**config.mk**
```make
export PLATFORM = sky130hd
export DESIGN_NAME = decode_scoreboard
export DESIGN_NICKNAME = d
export VERILOG_FILES = /design/src/rtl/decode_scoreboard.sv
export SDC_FILE = /design/constraint.sdc
export NUM_CORES = 1
export LEC_CHECK = 0
export ABC_AREA = 1
export CAP_MARGIN = 20
export CELL_PAD_IN_SITES_DETAIL_PLACEMENT = 0
export CELL_PAD_IN_SITES_GLOBAL_PLACEMENT = 1
export CORE_MARGIN = 1
export CORE_UTILIZATION = 43
export CTS_BUF_LIST = sky130_fd_sc_hd__clkbuf_4 sky130_fd_sc_hd__clkbuf_8
export DETAILED_ROUTE_END_ITERATION = 12
export PLACE_DENSITY_LB_ADDON = 0.1
export SETUP_SLACK_MARGIN = 0.02
export SLEW_MARGIN = 20
export SYNTH_ARGS = -nofsm -noshare
export SYNTH_HDL_FRONTEND = slang
export SYNTH_SLANG_ARGS = --single-unit
```
**constraint.sdc**
```tcl
create_clock -name clk -period 5.5 [get_ports clk]
set_input_delay 1.65 -clock clk [delete_from_list [all_inputs] [get_ports clk]]
set_output_delay 1.65 -clock clk [all_outputs]
set_load 0.02 [all_outputs]
```
**src/rtl/decode_scoreboard.sv**
```systemverilog
// decode_scoreboard: registered RV32I register-decode stage with a per-register
// pending-write scoreboard. It stalls issue on RAW hazards and on pending-counter
// saturation, and retires pending writes through the writeback port.
module decode_scoreboard #(
  parameter int PEND_W       = 2,
  parameter bit X0_HARDWIRED = 1'b1,
  parameter bit WB_BYPASS    = 1'b0
) (
  input  logic        clk,
  input  logic        rst,
  input  logic        in_valid,
  output logic        in_ready,
  input  logic [31:0] inst,
  output logic        out_valid,
  input  logic        out_ready,
  output logic [4:0]  out_rs1,
  output logic [4:0]  out_rs2,
  output logic [4:0]  out_rd,
  output logic        out_uses_rs1,
  output logic        out_uses_rs2,
  output logic        out_reg_wr_en,
  input  logic        wb_valid,
  input  logic [4:0]  wb_rd,
  output logic        hazard,
  output logic        pending_any,
  output logic        wb_err
);

  localparam logic [PEND_W-1:0] CNT_ONE = PEND_W'(1);
  localparam logic [PEND_W-1:0] CNT_MAX = '1;

  // A counter at all-ones cannot take another in-flight write.
  function automatic logic cnt_saturated(input logic [PEND_W-1:0] c);
    return c == CNT_MAX;
  endfunction

  logic [PEND_W-1:0] cnt     [32];
  logic [PEND_W-1:0] cnt_nxt [32];

  logic [6:0] dec_opc;
  logic [4:0] dec_rs1;
  logic [4:0] dec_rs2;
  logic [4:0] dec_rd;
  logic       dec_uses_rs1;
  logic       dec_uses_rs2;
  logic       dec_wr_en;

  logic [PEND_W-1:0] cnt_rs1;
  logic [PEND_W-1:0] cnt_rs2;
  logic [PEND_W-1:0] cnt_rd;
  logic [PEND_W-1:0] cnt_wb;

  logic wb_live;
  logic haz_rs1;
  logic haz_rs2;
  logic haz_sat;
  logic accept;
  logic inc;
  logic dec;
  logic wb_bad;
  logic inc_i;
  logic dec_i;
  logic any_nxt;

  logic       vld_p1;
  logic [4:0] rs1_p1;
  logic [4:0] rs2_p1;
  logic [4:0] rd_p1;
  logic       uses_rs1_p1;
  logic       uses_rs2_p1;
  logic       wr_en_p1;

  // funct3/funct7/immediate bits play no part in register decode
  logic unused_inst_bits;
  assign unused_inst_bits = ^{inst[31:25], inst[14:12]};

  assign dec_opc = inst[6:0];
  assign dec_rs1 = inst[19:15];
  assign dec_rs2 = inst[24:20];
  assign dec_rd  = inst[11:7];

  // Opcode decode: which sources are read and whether rd is written
  always_comb begin
    dec_uses_rs1 = 1'b0;
    dec_uses_rs2 = 1'b0;
    dec_wr_en    = 1'b0;
    case (dec_opc)
      7'd3:   begin dec_uses_rs1 = 1'b1; dec_wr_en = 1'b1; end
      7'd19:  begin dec_uses_rs1 = 1'b1; dec_wr_en = 1'b1; end
      7'd23:  dec_wr_en = 1'b1;
      7'd35:  begin dec_uses_rs1 = 1'b1; dec_uses_rs2 = 1'b1; end
      7'd51:  begin dec_uses_rs1 = 1'b1; dec_uses_rs2 = 1'b1; dec_wr_en = 1'b1; end
      7'd55:  dec_wr_en = 1'b1;
      7'd99:  begin dec_uses_rs1 = 1'b1; dec_uses_rs2 = 1'b1; end
      7'd103: begin dec_uses_rs1 = 1'b1; dec_wr_en = 1'b1; end
      7'd111: dec_wr_en = 1'b1;
      default: ;
    endcase
    if (X0_HARDWIRED && (dec_rd == 5'd0)) dec_wr_en = 1'b0;
  end

  assign cnt_rs1 = cnt[dec_rs1];
  assign cnt_rs2 = cnt[dec_rs2];
  assign cnt_rd  = cnt[dec_rd];
  assign cnt_wb  = cnt[wb_rd];

  // x0 writebacks are meaningless when x0 is hardwired, so drop them entirely
  assign wb_live = wb_valid && !(X0_HARDWIRED && (wb_rd == 5'd0));

  // Hazard terms; with bypass, a writeback that empties the counter this cycle
  // (or frees a saturated slot) releases the instruction immediately
  always_comb begin
    haz_rs1 = dec_uses_rs1 && !(X0_HARDWIRED && (dec_rs1 == 5'd0)) && (cnt_rs1 != '0)
              && !(WB_BYPASS && wb_live && (wb_rd == dec_rs1) && (cnt_rs1 == CNT_ONE));
    haz_rs2 = dec_uses_rs2 && !(X0_HARDWIRED && (dec_rs2 == 5'd0)) && (cnt_rs2 != '0)
              && !(WB_BYPASS && wb_live && (wb_rd == dec_rs2) && (cnt_rs2 == CNT_ONE));
    haz_sat = dec_wr_en && cnt_saturated(cnt_rd)
              && !(WB_BYPASS && wb_live && (wb_rd == dec_rd));
  end

  assign hazard   = in_valid && (haz_rs1 || haz_rs2 || haz_sat);
  assign in_ready = (!vld_p1 || out_ready) && !hazard;
  assign accept   = in_valid && in_ready;
  assign inc      = accept && dec_wr_en;
  assign dec      = wb_live && (cnt_wb != '0);
  assign wb_bad   = wb_live && (cnt_wb == '0);

  // Next-state counters: an issue and a retire on the same register cancel
  always_comb begin
    any_nxt = 1'b0;
    inc_i   = 1'b0;
    dec_i   = 1'b0;
    for (int i = 0; i < 32; i++) begin
      inc_i      = inc && (dec_rd == 5'(i));
      dec_i      = dec && (wb_rd == 5'(i));
      cnt_nxt[i] = cnt[i];
      if (inc_i && !dec_i)      cnt_nxt[i] = cnt[i] + CNT_ONE;
      else if (dec_i && !inc_i) cnt_nxt[i] = cnt[i] - CNT_ONE;
      if (X0_HARDWIRED && (i == 0)) cnt_nxt[i] = '0;
      any_nxt = any_nxt || (cnt_nxt[i] != '0);
    end
  end

  // Scoreboard state, pending summary and sticky writeback error
  always_ff @(posedge clk) begin
    if (rst) begin
      for (int i = 0; i < 32; i++) cnt[i] <= '0;
      pending_any <= 1'b0;
      wb_err      <= 1'b0;
    end else begin
      for (int i = 0; i < 32; i++) cnt[i] <= cnt_nxt[i];
      pending_any <= any_nxt;
      if (wb_bad) wb_err <= 1'b1;
    end
  end

  // ---- stage p1: decoded instruction register toward execute ----
  // Loads on accept, drains when execute takes it, holds under backpressure
  always_ff @(posedge clk) begin
    if (rst) begin
      vld_p1      <= 1'b0;
      rs1_p1      <= 5'd0;
      rs2_p1      <= 5'd0;
      rd_p1       <= 5'd0;
      uses_rs1_p1 <= 1'b0;
      uses_rs2_p1 <= 1'b0;
      wr_en_p1    <= 1'b0;
    end else if (accept) begin
      vld_p1      <= 1'b1;
      rs1_p1      <= dec_rs1;
      rs2_p1      <= dec_rs2;
      rd_p1       <= dec_rd;
      uses_rs1_p1 <= dec_uses_rs1;
      uses_rs2_p1 <= dec_uses_rs2;
      wr_en_p1    <= dec_wr_en;
    end else if (out_ready) begin
      vld_p1      <= 1'b0;
    end
  end

  assign out_valid     = vld_p1;
  assign out_rs1       = rs1_p1;
  assign out_rs2       = rs2_p1;
  assign out_rd        = rd_p1;
  assign out_uses_rs1  = uses_rs1_p1;
  assign out_uses_rs2  = uses_rs2_p1;
  assign out_reg_wr_en = wr_en_p1;

endmodule

```
==> results of run 1 <==
==> sequential cells by signal, indices dropped and copies added, names as in the netlist <==
register / count
cnt: 62
wb_err: 1
out_uses_rs1: 1
out_rs2: 5
out_rd: 5
out_valid: 1
out_rs1: 5
pending_any: 1
out_reg_wr_en: 1
out_uses_rs2: 1
==> metal layers <==
metal  wire, µm  track usage
met5          0            0
met4       1240        0.167
met3       2190       0.0507
met2      13000        0.541
met1      13300        0.474
==> worst max-delay path by stage <==
stage,from,end,slack [ns],cells after the start
detailed placement,inst[7],in_ready,-0.45,16
global route,inst[9],hazard,0.07,15
floorplan,inst[1],in_ready,0.53,12
global placement,inst[7],in_ready,-0.45,16
CTS,inst[15],in_ready,0.05,16
finish,inst[1],hazard,0.21,12
==> per-stage QoR <==
step | instances | hold slack (ns) | setup slack (ns)
after detailed placement | 1736 | 0.450 | -0.455
after global routing | 1752 | 0.500 | 0.0697
after CTS | 1752 | 0.464 | 0.0501
after floorplan | 1392 | 0.474 | 0.529
after global placement | 1736 | 0.447 | -0.445
final | 1752 | 0.462 | 0.206
==> repair_timing <==
| item | in CTS | in global routing |
|---|---|---|
| setup endpoints to repair | 2 | 2 |
| cloned | 1 | 0 |
| pin swaps | 0 | 1 |
| gates resized for setup | 16 | 8 |
| setup buffers | 0 | 0 |
==> tightest hold or removal path, cell delays in order (launching register included) <==
cell     delay (ns)
dfxtp_1        0.31
nand2_1        0.06
a21oi_1        0.05
==> cell type report <==
class,instances,area (µm²),area share
clock buffers,10,131,0.0146
repair buffers,159,1410,0.156
flip-flops and latches,83,1660,0.184
multi-input cells,1097,4810,0.532
clock inverters,5,78.8,0.00873
well taps,220,275,0.0305
inverters,178,668,0.0740
==> layout by cell type, fill, tap and decap left out, types with 4 or more instances in the layout <==
cell type,count
o21ai_1,14
nand3_1,126
nor2_2,7
o22ai_1,5
inv_1,164
nand4_1,29
nand3b_1,4
a21oi_1,57
xor2_1,10
buf_4,99
o21ai_0,39
nor3_1,16
o21bai_1,5
clkdlybuf4s50_1,44
inv_2,11
nand2_1,525
nor2_4,6
buf_12,5
dfxtp_1,83
clkbuf_8,9
nor2_1,227
==> cell families after synthesis <==
kind of cell,after synthesis
xor gates and xnor gates,13
DFF,83
buffers and inverters,212
and+or+nand+nor,958
AOI/OAI and AO/OA,126
==> power groups by stage <==
stage / logic, mW / clock network (mW) / registers, mW
2_1_floorplan: 0.144 / 0 / 0.653
3_3_place_gp: 0.322 / 0 / 0.638
3_5_place_dp: 0.322 / 0 / 0.638
4_1_cts: 0.328 / 0.520 / 0.624
5_1_grt: 0.356 / 0.538 / 0.626
6_report: 0.332 / 0.509 / 0.624
==> metrics.md, run 1 <==
| Metric | Value |
|---|---|
| Result of the run | `finished, final reports clean` |
| Row count | `47` |
| Setup TNS | `0 ns` |
| Final Cell Area | `roughly 9000 µm²` |
| Die Span Y | `132 µm` |
| Placeable Area | `16600 µm²` |
| Seq pwr share | `0.426` |
| Post-synthesis xor/xnor area fraction | `0.0156` |
| Vias | `9143` |
| Synth Flop Type | `dfxtp_1` |
| Vias in the first global route | `8184` |
| Yosys warns | `0` |
| Fill cell count | `between 1500 and 2000` |
| Worst slew pin tran | `0.838 ns` |
| Mapped Cells | `1392` |
| Post-synth EDFFs | `0` |
| Synth top area cells | `nand2_1 27%, dfxtp_1 23%, nor2_1 12%` |
| Post-Syn Nets | `1434` |
| DRC violations left | `0` |
| Type of origin of the critical path | `input port` |
| # setup viols final | `0` |
| Vias/cell | `5.22` |
| Most used cell, CP | `nand2_1` |
| CTS tree | `done` |
| IO buf count | `54` |
| Async S/R FF share, synth | `0` |
| Combinational share of power | `0.227` |
| Antenna diodes | `0` |
| Worst path slowest cell | `clkdlybuf4s50_1` |
| PnR Total Power | `1.46 mW` |
| Detailed-route wire length per cell | `between 15 and 20 µm` |
| Clock Path Buffers | `2` |
| Clk Latency, worst-skew pair | `0.39 ns` |
| GR Overflow Total | `0` |
| Drt pass-1 iters | `6` |
| Final period util | `0.963` |
| Post-synthesis cell type count | `37` |
| Fmax | `about 190 MHz` |
| Largest area contributor in the netlist | `nand2_1` |
| Layout cell share with drive strength beyond 1 | `0.106` |
| Internal | `~1 mW` |
| Clock Power Share | `0.347` |
| Most common cell in the synthesized netlist | `nand2_1` |
| GPL Wtd Cong | `~1.0` |
| H-tree depth | `3` |
| Post-DP HPWL | `23800 µm` |
| Worst R2R Path Depth | `27` |
| Reg clk slew, reported paths | `around 0.08 ns` |
| RSZ-0062 raised after global routing | `false` |
| DRT antenna net count | `0` |
| Sw Pwr | `0.463 mW` |
| Total wire length | `slightly below 30000 µm` |
| Peak supply drop | `0.0964 mV` |
| Buf+Inv Stages, Crit Path | `3` |
| Max Cap Viol | `0` |
| Post-synth top area share | `0.271` |
| Initial antenna violation count | `0` |
| Crit path largest cell delay | `0.45 ns` |
| Hold Path End | `out_rd[4]` |
| Max-slew headroom | `0.441` |
| FF-to-FF setup slack | `approximately 1.7 ns` |
| WP data required | `3.85 ns` |
| Netlist Area Pre-Place | `7300 µm²` |
| WS Path Type | `in2out` |
| Hold Path Depth | `2` |
| Worst min path class | `reg2reg` |
| Post-Syn Area per Cell | `5.24 µm²` |
| Placement Cell Area | `8760 µm²` |
| Leakage | `4.70 nW` |
| Fin nets | `between 1500 and 2000` |
| Syn-to-layout area delta | `23.7%` |
| First-pass GRT wire length | `46500 µm` |
| WP data arrival | `3.64 ns` |
| Post-synthesis sequential area ratio | `0.228` |
| Post-Synth Simple-Gate Area | `0.548` |
| Reg-to-reg critical path startpoint | `cnt[17][0]` |
| Seq cells post-synth | `83` |
| CTS sink cnt | `between 80 and 90` |
| CP endpoint kind | `primary output` |
| Total die area | `17500 µm²` |
| Fin. Hold Viols | `0` |
| HP Start | `out_rd[4]` |
| IO Count | `65` |
| Multiplexer area fraction after synthesis | `0` |
| Max Slew Vio Count | `0` |
| Drt first-iter violations | `775` |
| Skew final | `~0.010 ns` |
| RR Endpoint | `pending_any` |
| Critical Path Fanout Max | `3` |
| Commonest cells in the synthesized netlist | `527 x nand2_1, 230 x nor2_1, 164 x inv_1, 126 x nand3_1, 83 x dfxtp_1` |
| Hold_buf cts | `0` |
| Post-synthesis compound-gate area fraction | `0.0916` |
| Power per cell area | `162 nW/µm²` |
| Initial Util | `0.440` |
| Top Family by Delay on Critical Path | `simple AND/OR/NAND/NOR gates` |
| Main combinational cell family by area after synthesis | `simple AND/OR/NAND/NOR gates` |
| Clock buffer count from CTS | `9` |
| Net Sw Frac | `0.316` |
| Clock Tree Root | `clkbuf_8` |
| Largest net degree at the start of global routing | `60` |
| Worst-path cell chain | `clkdlybuf4s50_1 -> nand2_1 -> nor3_1 -> o211ai_1 -> nand3_1 -> nand2_1 -> inv_1 -> nand3_1 -> nand2_1 -> nor2_2 -> nor2_2 -> clkdlybuf4s15_2` |
| Total track usage | `0.349` |
| Post-layout util | `0.544` |
| Post-synthesis adder-cell area fraction | `0` |
| Fin crit period | `5.29 ns` |
| Die Wd | `132 µm` |
No activity file was read; power rests on OpenSTA's default activity.
==> run 2: changes to the inputs <==
- CORE_UTILIZATION: 43 -> 40
- clock period: 5.5 -> 5.3 ns (I/O delays scaled with it)
==> metrics.md, run 2 (synthesis gave the netlist of run 1 again) <==
| Metric | Value |
|---|---|
| Clock Path Buffers | `2 (unchanged)` |
| Layout cell share with drive strength beyond 1 | `0.135 (+0.0291)` |
| Setup WS post-layout | `0.130 ns (-0.0753 ns)` |
| Skew final | `0.0139 ns (+0.00393 ns)` |
| IO Count | `65 (unchanged)` |
| Drt first-iter violations | `734 (-5.3%)` |
| Max-slew headroom | `0.455 (+0.0139)` |
| Max reg flops | `62 (unchanged)` |
| Fin. Hold Viols | `0 (unchanged)` |
| Most common cell after layout, fill and taps aside | `nand2_1` |
| Max Slew Vio Count | `0 (unchanged)` |
| Initial Util | `0.408 (-0.0324)` |
| Syn-to-layout area delta | `28.1%` |
| Final period util | `0.975` |
| Peak supply drop | `0.100 mV (+4.2%)` |
| # setup viols final | `0 (unchanged)` |
| Detailed-route wire length per cell | `17.0 µm (-0.28%)` |
| WHS | `0.462 ns (+0.0000170 ns)` |
| Die Wd | `137 µm (+3.6%)` |
| Total die area | `18800 µm² (+7.4%)` |
| WP data arrival | `3.58 ns (-0.06 ns)` |
| GPL Wtd Cong | `0.953 (-5.6%)` |
| First-pass GRT wire length | `46200 µm (-0.71%)` |
| Max Cap Viol | `0 (unchanged)` |
| Vias in the first global route | `8226 (+0.51%)` |
| Total track usage | `0.337 (-0.0120)` |
| Hold Path Depth | `2 (unchanged)` |
| IO buf count | `54 (unchanged)` |
| DRT antenna net count | `0 (unchanged)` |
| Clk Latency, worst-skew pair | `0.38 ns (about the same)` |
| Post-DP HPWL | `25000 µm (+5.0%)` |
| Largest net degree at the start of global routing | `60 (unchanged)` |
| Vias/cell | `5.06 (-3.0%)` |
| WP data required | `3.71 ns (-0.14 ns)` |
| Clock buffer count from CTS | `9 (unchanged)` |
| GR Overflow Total | `0 (unchanged)` |
| Leakage | `4.87 nW (+3.5%)` |
| RSZ-0062 raised after global routing | `false` |
| CTS tree | `done` |
| Power per cell area | `160 nW/µm² (-1.3%)` |
| Antenna diodes | `0 (unchanged)` |
| Hold_buf cts | `0 (unchanged)` |
| Most frequent cells in the layout | `525 x nand2_1, 223 x nor2_1, 164 x inv_1, 146 x buf_4, 126 x nand3_1` |
| Vias | `9158 (+0.16%)` |
| H-tree depth | `3 (unchanged)` |
| Clock Tree Root | `clkbuf_8` |
| Setup TNS | `0 ns (unchanged)` |
| Total wire length | `30700 µm (+3.0%)` |
| CP endpoint kind | `primary output` |
| Fin crit period | `around 5.2 ns` |
| Row count | `49 (+4.3%)` |
| DRC violations left | `0 (unchanged)` |
| Worst R2R Path Depth | `24 (-11%)` |
| Critical Path Fanout Max | `3 (unchanged)` |
| Worst min path class | `reg2reg` |
| Fin nets | `1617 (+3.0%)` |
| Pre-CTS WS | `-0.511 ns (-0.0564 ns)` |
| WS Path Type | `in2out` |
| Die Span Y | `137 µm (+3.6%)` |
| Placeable Area | `17900 µm² (+8.0%)` |
| Reg clk slew, reported paths | `0.09 ns (about the same)` |
| Postcts setup bufs | `0 (unchanged)` |
| Initial antenna violation count | `0 (unchanged)` |
| Fmax | `193 MHz` |
| Type of origin of the critical path | `input port` |
| Worst slew pin tran | `0.817 ns (-0.0209 ns)` |
| Most flops, register | `cnt` |
| Result of the run | `finished, final reports clean` |
| Fill cell count | `1995 (+8.0%)` |
| CTS sink cnt | `83 (unchanged)` |
| Drt pass-1 iters | `5 (-1)` |
[run 2: metal layers]
| metal | up-vias | part of all wire | wire length, µm | GRT usage |
|---|---|---|---|---|
| met4 | 0 | 0.039 | 1190 | 0.158 |
| li1 | 4723 | - | - | - |
| met2 | 322 | 0.43 | 13300 | 0.530 |
| met3 | 54 | 0.078 | 2390 | 0.0615 |
| met1 | 4059 | 0.45 | 13800 | 0.442 |
| met5 | - | 0 | 0 | 0 |
[run 2: layout make-up]
class / instances / area [µm²] / share of cell area
Sequential cell: 83 / 1660 / 0.178
Multi-Input combinational cell: 1097 / 4810 / 0.515
Clock buffer: 12 / 146 / 0.0157
Inverter: 178 / 668 / 0.0715
Timing Repair Buffer: 206 / 1720 / 0.184
Tap cell: 229 / 287 / 0.0307
Clock inverter: 4 / 51.3 / 0.00549
[run 2: path summary, 6_finish.rpt]
kind,endpoint,slack (ns),startpoint
min reg2reg,out_reg_wr_en,0.46,out_reg_wr_en
max,in_ready,0.13,inst[9]
max reg2reg,pending_any,1.65,cnt[18][0]
min,out_reg_wr_en,0.46,out_reg_wr_en
[run 2: power by group]
| group | internal, mW | leakage [nW] | switching, mW | total, mW |
|---|---|---|---|---|
| Clock | 0.235 | 0.101 | 0.266 | 0.500 |
| Sequential | 0.639 | 0.673 | 0.00876 | 0.648 |
| Combinational | 0.137 | 4.09 | 0.212 | 0.349 |
[run 2: what timing repair did]
item / CTS / global route
pin swaps: 0 / 1
setup endpoints to repair: 2 / 2
gates resized for setup: 17 / 10
[run 2: critical path, stage by stage]
cell             delay [ns]
clkdlybuf4s50_1        0.45
buf_4                  0.16
inv_1                  0.11
nand2_1                0.14
buf_4                  0.16
nor2_1                 0.09
inv_1                  0.06
nor2_1                 0.15
nor2_2                 0.07
nand2_1                0.07
nor2_1                 0.05
nor2_2                 0.15
nor2_2                 0.06
a21oi_1                0.10
buf_2                  0.17
[run 2: stage by stage]
step                       util  cells  cell area [µm²]  total power, mW
final                     0.522   1809             9350             1.50
after global routing      0.522   1809             9350             1.56
after CTS                 0.522   1809             9340             1.51
after detailed placement  0.510   1793             9120             1.00
after global placement    0.510   1793             9120             1.00
after floorplan               -   1392             7300            0.827
